## src/rtl/mem_access_unit.sv

```systemverilog
// mem_access_unit: load/store stage that turns execute results into data-memory transactions and retires them.
module mem_access_unit #(
  parameter int DATA_WIDTH = 32
) (
  input  logic                  clk,
  input  logic                  rst,
  input  logic                  valid_i,
  input  logic                  mem_read_i,
  input  logic                  mem_write_i,
  input  logic [2:0]            funct3_i,
  input  logic [DATA_WIDTH-1:0] addr_i,
  input  logic [DATA_WIDTH-1:0] wdata_i,
  input  logic [4:0]            rd_i,
  input  logic                  reg_write_i,
  input  logic                  flush_i,
  output logic                  stall_o,
  output logic                  dmem_req,
  output logic                  dmem_we,
  output logic [DATA_WIDTH-1:0] dmem_addr,
  output logic [DATA_WIDTH-1:0] dmem_wdata,
  output logic [3:0]            dmem_be,
  input  logic                  dmem_ack,
  input  logic [DATA_WIDTH-1:0] dmem_rdata,
  output logic                  valid_o,
  output logic                  reg_write_o,
  output logic                  misaligned_o,
  output logic [4:0]            rd_o,
  output logic [DATA_WIDTH-1:0] result_o
);
  typedef enum logic {IDLE, BUSY} state_t;
  state_t state, state_n;
  logic mem_op, store, is_b, is_h, aligned, accept, killed;
  logic kill_q, load_q, rw_q, sign_q;
  logic [1:0] lane_q, size_q;
  logic [4:0] rd_q;
  logic [3:0] be_n;
  logic [DATA_WIDTH-1:0] wdata_n, shifted, load_data;
  assign mem_op  = mem_read_i | mem_write_i;
  assign store   = mem_write_i;
  assign is_b    = funct3_i == 3'b000 || (!store && funct3_i == 3'b100);
  assign is_h    = funct3_i == 3'b001 || (!store && funct3_i == 3'b101);
  assign aligned = is_b || (is_h ? !addr_i[0] : addr_i[1:0] == 2'b00);
  assign accept  = state == IDLE && valid_i && mem_op && aligned && !flush_i;
  assign be_n    = is_b ? 4'b0001 << addr_i[1:0] : is_h ? 4'b0011 << addr_i[1:0] : 4'b1111;
  assign wdata_n = is_b ? {4{wdata_i[7:0]}} : is_h ? {2{wdata_i[15:0]}} : wdata_i;
  assign killed  = kill_q | flush_i;
  // size_q: 0 byte, 1 half, 2 word; shifting by the lane leaves the wanted bytes at the bottom
  assign shifted   = dmem_rdata >> {lane_q, 3'b000};
  assign load_data = size_q == 2'd0 ? {{24{sign_q & shifted[7]}}, shifted[7:0]} :
                     size_q == 2'd1 ? {{16{sign_q & shifted[15]}}, shifted[15:0]} : shifted;
  always_comb begin
    state_n = state == IDLE ? (accept ? BUSY : IDLE) : (dmem_ack ? IDLE : BUSY);
    stall_o = state == IDLE ? accept : !dmem_ack;
  end
  always_ff @(posedge clk) begin
    if (rst) state <= IDLE;
    else     state <= state_n;
  end
  always_ff @(posedge clk) begin
    if (rst) begin
      valid_o      <= 1'b0;
      reg_write_o  <= 1'b0;
      misaligned_o <= 1'b0;
      rd_o         <= '0;
      result_o     <= '0;
      dmem_req     <= 1'b0;
      dmem_we      <= 1'b0;
      dmem_addr    <= '0;
      dmem_wdata   <= '0;
      dmem_be      <= '0;
      kill_q       <= 1'b0;
      load_q       <= 1'b0;
      rw_q         <= 1'b0;
      sign_q       <= 1'b0;
      lane_q       <= '0;
      size_q       <= '0;
      rd_q         <= '0;
    end else begin
      valid_o      <= 1'b0;
      reg_write_o  <= 1'b0;
      misaligned_o <= 1'b0;
      if (state == IDLE) begin
        if (valid_i && !flush_i && !mem_op) begin
          valid_o     <= 1'b1;
          result_o    <= addr_i;
          rd_o        <= rd_i;
          reg_write_o <= reg_write_i;
        end else if (valid_i && !flush_i && !aligned) begin
          valid_o      <= 1'b1;
          misaligned_o <= 1'b1;
          result_o     <= addr_i;
          rd_o         <= rd_i;
        end else if (accept) begin
          dmem_req   <= 1'b1;
          dmem_we    <= store;
          dmem_addr  <= {addr_i[DATA_WIDTH-1:2], 2'b00};
          dmem_be    <= be_n;
          dmem_wdata <= wdata_n;
          kill_q     <= 1'b0;
          load_q     <= !store;
          rw_q       <= reg_write_i & !store;
          sign_q     <= !funct3_i[2];
          lane_q     <= addr_i[1:0];
          size_q     <= is_b ? 2'd0 : is_h ? 2'd1 : 2'd2;
          rd_q       <= rd_i;
        end
      end else begin
        if (flush_i) kill_q <= 1'b1;
        if (dmem_ack) begin
          dmem_req    <= 1'b0;
          valid_o     <= !killed;
          reg_write_o <= rw_q & !killed;
          rd_o        <= rd_q;
          result_o    <= load_q ? load_data : '0;
        end
      end
    end
  end
endmodule

```

## config.mk

```make
export PLATFORM = sky130hd
export DESIGN_NAME = mem_access_unit
export DESIGN_NICKNAME = d
export VERILOG_FILES = /design/src/rtl/mem_access_unit.sv
export SDC_FILE = /design/constraint.sdc
export NUM_CORES = 1
export LEC_CHECK = 0
export CORE_MARGIN = 3
export CORE_UTILIZATION = 55
export DETAILED_ROUTE_END_ITERATION = 16
export DONT_BUFFER_PORTS = 1
export PLACE_DENSITY = 0.73
export SKIP_CTS_REPAIR_TIMING = 1
export SYNTH_ARGS = -nofsm -noshare
export SYNTH_HDL_FRONTEND = slang
export SYNTH_SLANG_ARGS = --single-unit
```

## constraint.sdc

```tcl
create_clock -name clk -period 2.2 [get_ports clk]
set_clock_uncertainty 0.2 [all_clocks]
set_input_delay 0.22 -clock clk [delete_from_list [all_inputs] [get_ports clk]]
set_output_delay 0.22 -clock clk [all_outputs]
set_load 0.03 [all_outputs]
```

# After elaboration in Yosys (flattened, before gate mapping)
# Index checks and enable logic that the tools add are counted.
classes:
  shift: 3
  n_bitwise: 9
  n_reduce_logical: 30
  n_eq_ne: 8
  n_mux: 39
op_table:
  columns: ["cell", "count"]
  rows:
  - ["$mux W32", 9]
  - ["$shr A32 B5 Y32", 1]
  - ["$mux W1", 22]
  - ["$mux W5", 4]
  - ["$reduce_and A4 Y1", 3]
  - ["$logic_and A1 B1 Y1", 9]
  - ["$logic_not A1 Y1", 8]
  - ["$mux W4", 2]
  - ["$ne A2 B2 Y1 const B", 4]
  - ["$eq A3 B3 Y1 const B", 2]
  - ["$and A1 B1 Y1", 4]
  - ["$logic_not A2 Y1", 2]
  - ["$mux W2", 2]
  - ["$shl A1 B2 Y4 const A", 1]
  - ["$shl A2 B2 Y4 const A", 1]
  - ["$eq A3 B1 Y1 const B", 1]
  - ["$logic_not A3 Y1", 1]
  - ["$logic_or A1 B1 Y1", 3]
  - ["$not A1 Y1", 3]
  - ["$reduce_bool A3 Y1", 1]
  - ["$reduce_or A3 Y1", 1]
  - ["$eq A2 B1 Y1 const B", 1]
  - ["$or A1 B1 Y1", 2]
  - ["$reduce_and A2 Y1", 1]
  - ["$reduce_bool A2 Y1", 1]
word_totals:
  input_bits: 112
  ff_bits: 122
  word_cells: 107
  output_inout_bits: 111

# Longest topological paths before layout
# Gate-level depths: netlist of the first run.
logic_depth:
  word_depth: 11
  depth_mapped: 8
  ltp_nobuf: 6

# Worst setup path after synthesis of the first run
# No wires, ideal clock.
synth_timing:
  kind: "input -> register"
  from: "in addr_i[0]"
  to: "reg result_o[30]"
  path_buffers: 2
  arrival_time_ps: 1796
  required_ps: 1856
  setup_slack_ps: 60
  setup_time_ps: 144
  cell_stages: 8
  path_cell_list: "clkbuf_1 > inv_1 > ha_1 > o21a_1 > mux2_4 > buf_6 > a2111oi_2 > a221oi_1"
synth_via:
  elab_chain_cells: 7
  elab_cells_between_ends: 8
  cone_classes: "mux (1); reduce/logical (7)"
synth_rtl:
  columns: ["element", "line", "rtl"]
  rows:
  - ["start: declaration", "11", "input logic [DATA_WIDTH-1:0] addr_i,"]
  - ["$logic_not A2 Y1 or $logic_not A1 Y1 (tied branches)", "42", "assign aligned = is_b || (is_h ? !addr_i[0] : addr_i[1:0] == 2'b00);"]
  - ["$mux W1 (*)", "42", null]
  - ["$logic_or A1 B1 Y1 (*)", "42", null]
  - ["$logic_not A1 Y1 (*)", "88", "end else if (valid_i && !flush_i && !aligned) begin"]
  - ["$logic_and A1 B1 Y1 (*)", "88", null]
  - ["$reduce_bool A3 Y1 (no source line) (*)", null, null]
  - ["$reduce_and A2 Y1 (no source line) (*)", null, null]
  - ["end signal: assignment", "85", "result_o <= addr_i;"]
  - ["end signal: assignment", "91", "result_o <= addr_i;"]
  - ["end signal: assignment", "114", "result_o <= load_q ? load_data : '0;"]
  - ["end: declaration", "28", "output logic [DATA_WIDTH-1:0] result_o"]
# Mark *: on every way between the ends. The rest lies on a longest branch, timed or not.
# A chain may end at the register's enable or synchronous reset.

# Worst setup path after layout of the first run
layout_timing:
  from: "reg state"
  to: "reg rd_o[1]"
layout_via:
  elab_chain_cells: 2
  elab_cells_between_ends: 4
  cone_classes: "eq/ne (1); mux (1); reduce/logical (2)"
layout_rtl:
  columns: ["element", "line", "rtl"]
  rows:
  - ["start: declaration", "31", "state_t state, state_n;"]
  - ["start signal: assignment", "57", "else state <= state_n;"]
  - ["$ne A2 B2 Y1 (no source line) or $reduce_bool A3 Y1 (tied branches)", null, null]
  - ["$reduce_and A2 Y1 (no source line)", null, null]
  - ["end signal: assignment", "86", "rd_o <= rd_i;"]
  - ["end signal: assignment", "92", "rd_o <= rd_i;"]
  - ["end signal: assignment", "113", "rd_o <= rd_q;"]
  - ["end: declaration", "27", "output logic [4:0] rd_o,"]
# Parallel ways exist; a longest one is shown, timed or not.

==> key figures, run 1 <==
Global route
  – Number of global-route vias before repair: ~5,600
  – Total congestion overflow: 0
  – GRT Overall Usage: 0.3010
  – Number of antenna violations at the first check in global routing: 0
  – First-pass GRT wire length: 30.70 mm
  – Largest net degree at the start of global routing: 123

Clock tree
  – Clock Latency Late Sink: 410 ps
  – TritonCTS Buffers: 17
  – H-Tree Level Count: 4
  – Clock sink total: 122
  – TritonCTS clock tree: built
  – Maximum buffer depth of the clock tree: 2
  – Root Driver: clkbuf_16
  – Clock Pin Slew Worst Setup and Hold Paths: about 60 ps

Status
  – Status: finished, violations left
  – Failing checks: negative hold slack

Logic synthesis
  – Library cells used by synthesis: 53
  – Synthesis-stage register bit count: 122
  – Synth Cell Area: 6257 um2
  – Gate Count Post-Synth: 732
  – Fraction of registers with async set or reset after synthesis: 0
  – Avg Cell Area, Syn: 8.548 um2
  – Number of synthesized flops with an enable pin: 0
  – Sequential fraction of the synthesis area: 0.3903
  – Synth warnings: 0
  – Most common flop cell mapped by yosys: dfxtp_1

Detailed routing
  – Via count: about 5,900
  – Final wirelength: 19.80 mm
  – DR WL/cell: 22.97 um
  – Pre-Repair DR Iteration Count: 7
  – DRT iter0 DRCs: between 500 and 600
  – DRT antenna net count: 0
  – Via/cell ratio: 6.861
  – DRC viols: 0

Hold path
  – Hold Path Class: primary input to flip-flop

STA
  – Fin Setup TNS: 0 ps
  – Final Setup Violations: 0
  – Fmax: 477.0 MHz
  – Slew HR: 0.4703
  – Worst slew pin tran: 793.7 ps
  – RSZ-0062 raised after global routing: false
  – Setup ws final: ~100 ps
  – Min Hold Slack: -317.0 ps
  – Final period util: 0.9529
  – Final Hold Fails: 115
  – Slew Limit Fails: 0
  – Fin crit period: 2096 ps

Placed design
  – Post-Place Setup Slack: ~140 ps
  – Placed Cells incl. Taps: 819
  – Port Buf Inserts: 0
  – GP Congestion: 0.9106
  – Post-DP HPWL: 13.78 mm
  – Area after DPL: 6371 um2

Power
  – Combinational share of power: 0.104
  – VDD IR-drop max: 0.6431 mV
  – Internal: 4.540 mW
  – P_leak: 2.355 nW
  – Clock power share: 0.474
  – Flop pwr share: 0.422
  – Switching Fraction: 0.2633
  – Cell Pwr Density: roughly 870 nW/um2
  – Switching pwr: 1.623 mW

Setup path
  – Worst path cell trace: nor3b_4 > buf_4 > a21o_1 > a211oi_1 > dlygate4sd3_1
  – Crit. End Element: flip-flop
  – Slowest stage delay, CP: 580 ps
  – Crit path max fanout: 6
  – Crit path required time: about 2300 ps
  – CP max stage cell: dlygate4sd3_1
  – WP data arrival: 2200 ps
  – Type of origin of the critical path: flip-flop
  – Worst Setup Path Type: flip-flop to flip-flop

Die
  – Ports: 223
  – Row count: 38
  – Starting Density: 0.5697
  – Die Ht: 112.7 um
  – Core ar.: 10,980 um2
  – Die width: 112.7 um
  – Full die area: 12,690 um2

Cells and area
  – Util after Layout: 0.6467
  – Non-Filler Instances: 862
  – Layout cells sized above 1: 0.1260
  – Final-layout fill cell count: 919
  – Antenna diodes: 0
  – Final nets: 825
  – Final instance area: about 7000 um2
  – Layout area overhead: 13.52%

Job
  – Max-cap violations: 0
==> cells in the mapped netlist, types with 3 or more instances <==
cell type	count	area [um2]
nor3b_1	8	60.06
nand2_1	43	161.4
buf_4	3	22.52
ha_1	4	50.05
a211oi_1	23	172.7
a32oi_1	16	140.1
a221oi_2	11	165.2
nand3_1	51	255.2
nand3b_1	12	90.09
nand4b_1	4	35.03
inv_1	20	75.07
buf_6	5	56.30
buf_1	5	18.77
nand2b_1	6	37.54
a221oi_1	21	183.9
a21o_1	3	22.52
buf_2	23	115.1
mux2i_1	29	290.3
and3_1	3	18.77
a31oi_1	3	18.77
clkbuf_1	50	187.7
o21ai_0	69	345.3
o211ai_1	9	67.56
a311oi_1	17	148.9
a21oi_1	84	420.4
nor2_1	21	78.83
o2bb2ai_1	8	70.07
dfxtp_1	122	2442
nor2b_1	16	100.1
o2111ai_1	5	43.79
a2111oi_0	6	52.55
a211o_1	7	61.31
==> final timing paths <==
| path | from | cells past startpoint | endpoint | slack, ps |
|---|---|---|---|---|
| min | rst | 1 | dmem_addr[8]$_SDFFE_PP0P_ | -320 |
| min reg2reg | rd_q[1]$_SDFFE_PP0P_ | 2 | rd_q[1]$_SDFFE_PP0P_ | 270 |
| max | state$_SDFF_PP0_ | 5 | rd_o[1]$_SDFFE_PP0P_ | 100 |
| max reg2reg | state$_SDFF_PP0_ | 5 | rd_o[1]$_SDFFE_PP0P_ | 100 |
==> state kept, by name (all words and copies together), names as in the netlist <==
register      flops
state             1
rd_q              5
result_o         32
dmem_we           1
load_q            1
reg_write_o       1
sign_q            1
dmem_req          1
lane_q            2
valid_o           1
dmem_wdata       32
rd_o              5
size_q            2
dmem_be           4
misaligned_o      1
kill_q            1
rw_q              1
dmem_addr        30
==> cells by family after synthesis <==
logic type | count (synthesis) | synth area share
other cells | 1 | 0.0005993
buf+inv | 106 | 0.07598
flops | 122 | 0.3903
fa+ha+maj | 4 | 0.007999
mux | 31 | 0.05239
compound gates | 291 | 0.3225
simple gates | 177 | 0.1502
==> metrics by stage <==
step / power, mW / hold WS [ps]
5_1_grt: 6.361 / -342.6
6_report: 6.164 / -317.0
3_3_place_gp: 3.229 / 97.95
3_5_place_dp: 3.258 / 100.7
4_1_cts: 6.158 / -340.7
2_1_floorplan: 3.133 / 116.6
==> per-layer routing <==
layer / track usage / routed length, um / vias to the layer above
met5: 0 / 0 / -
met3: 0.1100 / 2171 / 64
li1: - / - / 2709
met2: 0.4834 / 9459 / 362
met1: 0.3524 / 7368 / 2779
met4: 0.1538 / 800 / 0
==> cell type report <==
type                       instances  area (um2)  share of cell area
multi-input combinational        505        3374              0.4751
sequential                       122        2444              0.3440
clock buffer                      26       519.2             0.07310
inverter                          20       75.07             0.01057
tap                              140       175.2             0.02466
timing repair buffer              43       407.9             0.05742
clock inverter                     6       107.6             0.01515
==> power groups by stage <==
stage | logic, mW | registers [mW] | clock network (mW)
after floorplan | 0.522 | 2.61 | 0
after global routing | 0.706 | 2.61 | 3.05
final | 0.638 | 2.60 | 2.92
after CTS | 0.613 | 2.60 | 2.94
after detailed placement | 0.611 | 2.65 | 0
after global placement | 0.585 | 2.64 | 0
==> critical path: cells and delay by family (launching register included) <==
kind	cells	cell delay (ps)
AO/OA/AOI/OAI	2	410
AND/OR/NAND/NOR	1	260
flip-flops	1	340
buffers and inverters	2	770
==> layout by cell type, fill, tap and decap left out, types with 8 or more instances in the layout <==
cell type	count
o2bb2ai_1	8
clkbuf_16	17
a32oi_1	16
a221oi_1	21
inv_1	20
nor2_1	21
a21oi_1	83
a221oi_2	11
nand3b_1	12
o211ai_1	9
dfxtp_1	121
nand3_1	51
nor3b_1	8
nor2b_1	15
buf_4	29
dlygate4sd3_1	9
mux2i_1	29
a311oi_1	17
a211oi_1	23
o21ai_0	69
nand2_1	43
Note: power is estimated with default switching activity, not from simulation.
==> run 2: changes to the inputs <==
CORE_ASPECT_RATIO = 0.7   (was unset)
CORE_UTILIZATION = 52   (was 55)
PLACE_DENSITY = 0.7   (was 0.73)
==> run 2 against run 1 <==
  * The run still ends with negative hold slack left
  * Flip-flop and latch count unchanged
  * Non-clock buffer count increased by 7
  * Critical path depth increased by 2
  * Clock power about the same
  * Clock-buffer cell count decreased by 6
  * Final cell count increased by 2.4%
  * Global-route usage decreased by 0.79 points
  * Die area increased by 5.6%
  * Power increased by 0.19%
  * Critical path type is now flip-flop to output port
  * Largest cell class unchanged
==> key figures, run 2 (same netlist as run 1, synthesis figures left out) <==
Status
  – Status: finished, violations left (unchanged)
  – Failing checks: negative hold slack (unchanged)

STA
  – Fin crit period: 2182 ps (was 2096 ps)
  – RSZ-0062 raised after global routing: true (was false)
  – Worst slew pin tran: 580.0 ps (was 793.7 ps)
  – Final period util: 0.9919 (was 0.9529)
  – Min Hold Slack: -320.5 ps (was -317.0 ps)
  – Slew Limit Fails: 0 (unchanged)
  – Slew HR: 0.6033 (was 0.4703)
  – Fin Setup TNS: 0 ps (unchanged)
  – Final Hold Fails: 118 (was 115)
  – Fmax: 458.3 MHz (was 477.0 MHz)
  – Final Setup Violations: 0 (unchanged)

Detailed routing
  – DRT antenna net count: 0 (unchanged)
  – Max layer used: met4 (unchanged)
  – DR WL/cell: 23.23 um (was 22.97 um)
  – Met3 wire length: 2.800 mm (was 2.171 mm)
  – DRT iter0 DRCs: 559 (was 551)
  – Pre-Repair DR Iteration Count: 8 (was 7)
  – DRC viols: 0 (unchanged)
  – Via/cell ratio: 6.674 (was 6.861)
  – WL met1: 8.405 mm (was 7.368 mm)
  – Via count: 5,893 (was 5,914)
  – Final wirelength: 20.51 mm (was 19.80 mm)
  – Met2 routed wirelength: 9.053 mm (was 9.459 mm)

Cells and area
  – Final nets: 832 (was 825)
  – Biggest regs: dmem_wdata (32), result_o (32), dmem_addr (30) (unchanged)
  – Most common cell after layout, fill and taps aside: dfxtp_1 (unchanged)
  – Final-layout fill cell count: 970 (was 919)
  – Most frequent cells in the layout: dfxtp_1 (121), a21oi_1 (83), o21ai_0 (69) (unchanged)
  – Layout cells sized above 1: 0.1427 (was 0.1260)
  – Util after Layout: 0.6312 (was 0.6467)
  – Layout area overhead: 14.70% (was 13.52%)

Die
  – Core ar.: 11,370 um2 (was 10,980 um2)
  – Die Ht: 97.78 um (was 112.7 um)
  – Die width: 137.1 um (was 112.7 um)
  – Row count: 32 (was 38)
  – Starting Density: 0.5503 (was 0.5697)
  – Full die area: 13,410 um2 (was 12,690 um2)
  – Ports: 223 (unchanged)

Power
  – P_leak: 2.392 nW (was 2.355 nW)
  – Cell Pwr Density: 860.4 nW/um2 (was 867.7 nW/um2)
  – Total design power: 6.175 mW (was 6.164 mW)
  – VDD IR-drop max: 0.5928 mV (was 0.6431 mV)

Setup path
  – Worst Setup Path Type: flip-flop to output port (was flip-flop to flip-flop)
  – Crit. End Element: output port (was flip-flop)
  – Crit path required time: 1780 ps (was 2300 ps)
  – Delay-heaviest family, CP: simple AND/OR/NAND/NOR gates (was buffers and inverters)
  – R2r setup slk: 60 ps (was 100 ps)
  – FF-to-FF Start: state$_SDFF_PP0_ (unchanged)
  – Reg-to-reg critical path endpoint: result_o[25]$_SDFFE_PP0P_ (was rd_o[1]$_SDFFE_PP0P_)
  – R2r worst-path depth: 7 (was 5)
  – CP Buf/Inv Count: 3 (was 2)
  – WP data arrival: 1760 ps (was 2200 ps)
  – Crit path max fanout: 9 (was 6)
  – Worst path cell trace: buf_4 > nor3b_4 > nor2b_4 > buf_6 > nand2_4 > nand2_2 > buf_12 (was nor3b_4 > buf_4 > a21o_1 > a211oi_1 > dlygate4sd3_1)
  – Type of origin of the critical path: flip-flop (unchanged)
  – CP max stage cell: dfxtp_1 (was dlygate4sd3_1)
  – Slowest stage delay, CP: 310 ps (was 580 ps)

Placed design
  – GP Congestion: 0.8858 (was 0.9106)
  – Port Buf Inserts: 0 (unchanged)
  – Post-DP HPWL: 14.50 mm (was 13.78 mm)

Hold path
  – Worst hold stages: 1 (unchanged)
  – Worst Hold Launch: rst (unchanged)
  – Worst Hold Path EP: dmem_addr[4]$_SDFFE_PP0P_ (was dmem_addr[8]$_SDFFE_PP0P_)
  – Hold Path Class: primary input to flip-flop (unchanged)

Job
  – Max-cap violations: 0 (unchanged)

Clock tree
  – TritonCTS clock tree: built (unchanged)
  – Maximum buffer depth of the clock tree: 2 (unchanged)
  – Root Driver: clkbuf_16 (unchanged)
  – Clock Latency Late Sink: 410 ps (about the same)
  – Clock sink total: 122 (unchanged)
  – TritonCTS Buffers: 17 (unchanged)
  – H-Tree Level Count: 4 (unchanged)
  – Clock Pin Slew Worst Setup and Hold Paths: 50 ps (was 60 ps)

Global route
  – GRT Overall Usage: 0.2930 (was 0.3010)
  – First-pass GRT wire length: 31.41 mm (was 30.70 mm)
  – Largest net degree at the start of global routing: 123 (unchanged)
  – Total congestion overflow: 0 (unchanged)
  – Number of antenna violations at the first check in global routing: 1 (was 0)
  – Number of global-route vias before repair: 5,453 (was 5,645)
==> run 2: cell types whose count changed in the layout (fill, tap and decap cells not counted), moves of 2 or more <==
cell           previous run  this run
dlygate4sd3_1             9         6
buf_4                    29        38
nand2_1                  43        41
clkinv_2                  2         4
clkbuf_8                  6         0
clkinv_4                  0         3
==> run 2: stage by stage <==
step                      instance area (um2)  worst slack, ps  instances
after floorplan                          6261            60.07        733
after global placement                   6455            150.4        841
after detailed placement                 6455            12.10        841
after CTS                                7066           -167.0        873
after global routing                     7177           -67.90        883
final                                    7177            17.91        883
==> run 2: worst reg2reg max path, stage by stage, from the launching register on <==
cell and delay, ps:
dfxtp_1 310, buf_4 160, nor3b_4 240, buf_4 170, nor2_4 80, a2111oi_0 570, buf_4 200, a221oi_1 70
==> run 2: how the worst max path moves through the flow <==
| stage | startpoint | to | slack, ps | cells after the start |
|---|---|---|---|---|
| floorplan | addr_i[0] | result_o[30]$_SDFFE_PP0P_ | 60 | 8 |
| global placement | addr_i[0] | result_o[26]$_SDFFE_PP0P_ | 150 | 6 |
| detailed placement | addr_i[0] | result_o[25]$_SDFFE_PP0P_ | 10 | 7 |
| CTS | state$_SDFF_PP0_ | stall_o | -170 | 7 |
| global route | state$_SDFF_PP0_ | stall_o | -70 | 7 |
| finish | state$_SDFF_PP0_ | stall_o | 20 | 7 |
==> run 2: where the power goes <==
group	switching, mW	internal, mW
Clock	1.02	1.89
Combinational	0.394	0.270
Sequential	0.279	2.32
==> run 2: per-layer routing <==
metal,track usage,up-vias
li1,-,2717
met1,0.4108,2783
met2,0.4211,360
met3,0.1179,33
met4,0.07055,0
met5,0,-
==> run 2: layout make-up <==
class	instances	area, um2	share of cell area
Multi-Input combinational cell	505	3397	0.4733
Sequential cell	122	2444	0.3405
Timing Repair Buffer	50	456.7	0.06363
Clock buffer	20	436.7	0.06084
Tap cell	153	191.4	0.02667
Clock inverter	12	173.9	0.02423
Inverter	20	75.07	0.01046
Antenna cell	1	2.502	0.0003487
==> edit: new RTL, config.mk and constraints of run 1 <==
Make the reset (`rst`) asynchronous in 2 clocked blocks.
--- a/src/rtl/mem_access_unit.sv
+++ b/src/rtl/mem_access_unit.sv
@@ -52,11 +52,11 @@
     state_n = state == IDLE ? (accept ? BUSY : IDLE) : (dmem_ack ? IDLE : BUSY);
     stall_o = state == IDLE ? accept : !dmem_ack;
   end
-  always_ff @(posedge clk) begin
+  always_ff @(posedge clk or posedge rst) begin
     if (rst) state <= IDLE;
     else     state <= state_n;
   end
-  always_ff @(posedge clk) begin
+  always_ff @(posedge clk or posedge rst) begin
     if (rst) begin
       valid_o      <= 1'b0;
       reg_write_o  <= 1'b0;
Behaviour: differs if rst is asserted again (counterexample within 4 cycles, from zero or initial values and one cycle with rst high); with rst held inactive, the same outputs for 4 cycles.
==> edit against run 1 <==
  * The flow still finishes with violations (negative hold slack)
  * Sequential cell count did not move
  * Wire length rose by 2.9%
  * Setup slack got worse by 0.099 ns
  * Synthesized cell count fell by 25%
  * Worst hold slack improved by 0.31 ns
  * Synthesized area fell by 2.5%
  * Maximum frequency fell by 4.5%
  * Final area rose by 17%
  * Critical path type unchanged
  * Critical endpoint is now dmem_be[1]
Power is not compared: it rests on default switching activity, and its combinational part moved more than twofold at a synthesized area within 25%.
==> edit: results (changes against run 1) <==
Clk pwr share=between 30% and 40%; Worst Path Max Fanout=3 (-3); Tot GR Track Use=27.9% (-2.2 points); violated checks=negative hold slack; vias in the first global route=4717 (-16%); r2r startpoint=state; clk root buf=clkbuf_8; Synth Warn #=0 (unchanged); total CTS buffers=17 (unchanged); final wirelength=20.4 mm (+2.9%); Commonest cells post-synth=122 x dfrtp_1, 76 x o21ai_0, 67 x mux2_2; CP peak stage delay=0.59 ns; syn avg cell area=11.2 sq um (+31%); port bufs=0 (unchanged); hpwl dp=12.7 mm (-8.2%); most common cell after layout, fill and taps aside=dlygate4sd3_1; Yosys cell types=49 (-7.5%); Slowest-stage cell, CP=dlygate4sd3_1; vias after detailed routing=5369 (-9.2%); synth top area cells=dfrtp_1 50%, mux2_2 12%, o21ai_0 6.2%; Placed Instance Area=6390 sq um (+0.27%); Sw Ratio=about 38%; Synth async-reset ratio=100% (+100 points); placed cells=672 (-18%); Most used DFF post-synth=dfrtp_1; Final Hold Fails=2 (-98%); register area share after synthesis=50.0% (+11 points); outcome=finished, violations left; worst slew pin tran=0.535 ns (-0.259 ns); min-delay worst type=in2reg; pin count of the biggest net entering global routing=93 (-24%); First DRT Iteration DRCs=601 (+9.1%); Routability Congestion=0.877 (-3.7%); Hold Startpoint=dmem_rdata[19]; Clk Latency, worst-skew pair=0.52 ns (+0.11 ns); vias per cell=6.45 (-5.9%); Slew Viols, Final=0 (unchanged); element type at the critical path start=flop; clock buffer depth=2 (unchanged); H-tree depth=4 (unchanged); Layout Nets=798 (-3.3%); first-pass GRT wire length=27.3 mm (-11%); largest registers=dmem_wdata x32, result_o x32, dmem_addr x30; layout cells sized above 1=22.4% (+9.8 points); Layout fillers=624 (-32%); LEAKAGE=about 3.5 nW; Placement Setup Slack=0.0910 ns (-0.0523 ns); DR pass1 iterations=5 (-2); top cell family by delay on the critical path=buffers and inverters; Worst VDD drop=0.000824 V; Reg clk slew, reported paths=0.06 ns (about the same); initial antenna violation count=1 (+1); Hold WS=-0.0113 ns (+0.306 ns)
edit: cell types whose count changed in the layout (fill, tap and decap cells not counted), moves of 17 or more:
cell,delta
nand3_1,-49
dfxtp_1,-121
mux2_2,+67
a311oi_1,-17
nand2_1,-20
a21oi_1,-73
dfrtp_1,+121
dlygate4sd3_1,+113
edit: layout make-up:
class | instances | area, sq um | share of cell area, %
antenna | 1 | 2.50 | 0.0300
clock buffer | 24 | 470 | 5.64
clock inverter | 8 | 140 | 1.68
inverter | 15 | 63.8 | 0.765
multi-input combinational | 363 | 2820 | 33.8
sequential | 122 | 3050 | 36.6
tap | 136 | 170 | 2.04
timing repair buffer | 163 | 1630 | 19.5
edit: layer usage:
metal,vias up,global-route usage (%),part of all wire [%]
met5,-,0,0
met4,0,8.92,3.6
met3,84,12.2,11
met2,374,43.0,48
met1,2605,35.7,37
li1,2306,-,-
edit: path summary, 6_finish.rpt:
kind                                 end  slack (ns)  cells after the start
min                         result_o[11]       -0.01                      3
min reg2reg                  reg_write_o        0.30                      1
min in group asynchronous  dmem_addr[14]        0.10                      3
max                           dmem_be[1]       0.004                      6
max in group asynchronous   dmem_addr[2]        1.26                      3
max reg2reg                   dmem_be[1]       0.004                      6
edit: kinds of logic (layout without fill, tap and decap cells):
| logic type | Yosys count | count (layout) | synth area share (%) |
|---|---|---|---|
| simple gates | 77 | 77 | 6.44 |
| mux | 104 | 104 | 18.7 |
| other cells | 1 | 3 | 0.0615 |
| flops | 122 | 122 | 50.0 |
| fa+ha+maj | 4 | 4 | 0.820 |
| xor+xnor | 1 | 1 | 0.144 |
| buf+inv | 62 | 210 | 4.92 |
| compound gates | 175 | 175 | 18.8 |
edit: worst min-delay path, cell delays in order:
cell	delay, ns
a221oi_1	0.07
nor3_1	0.20
o32a_1	0.18
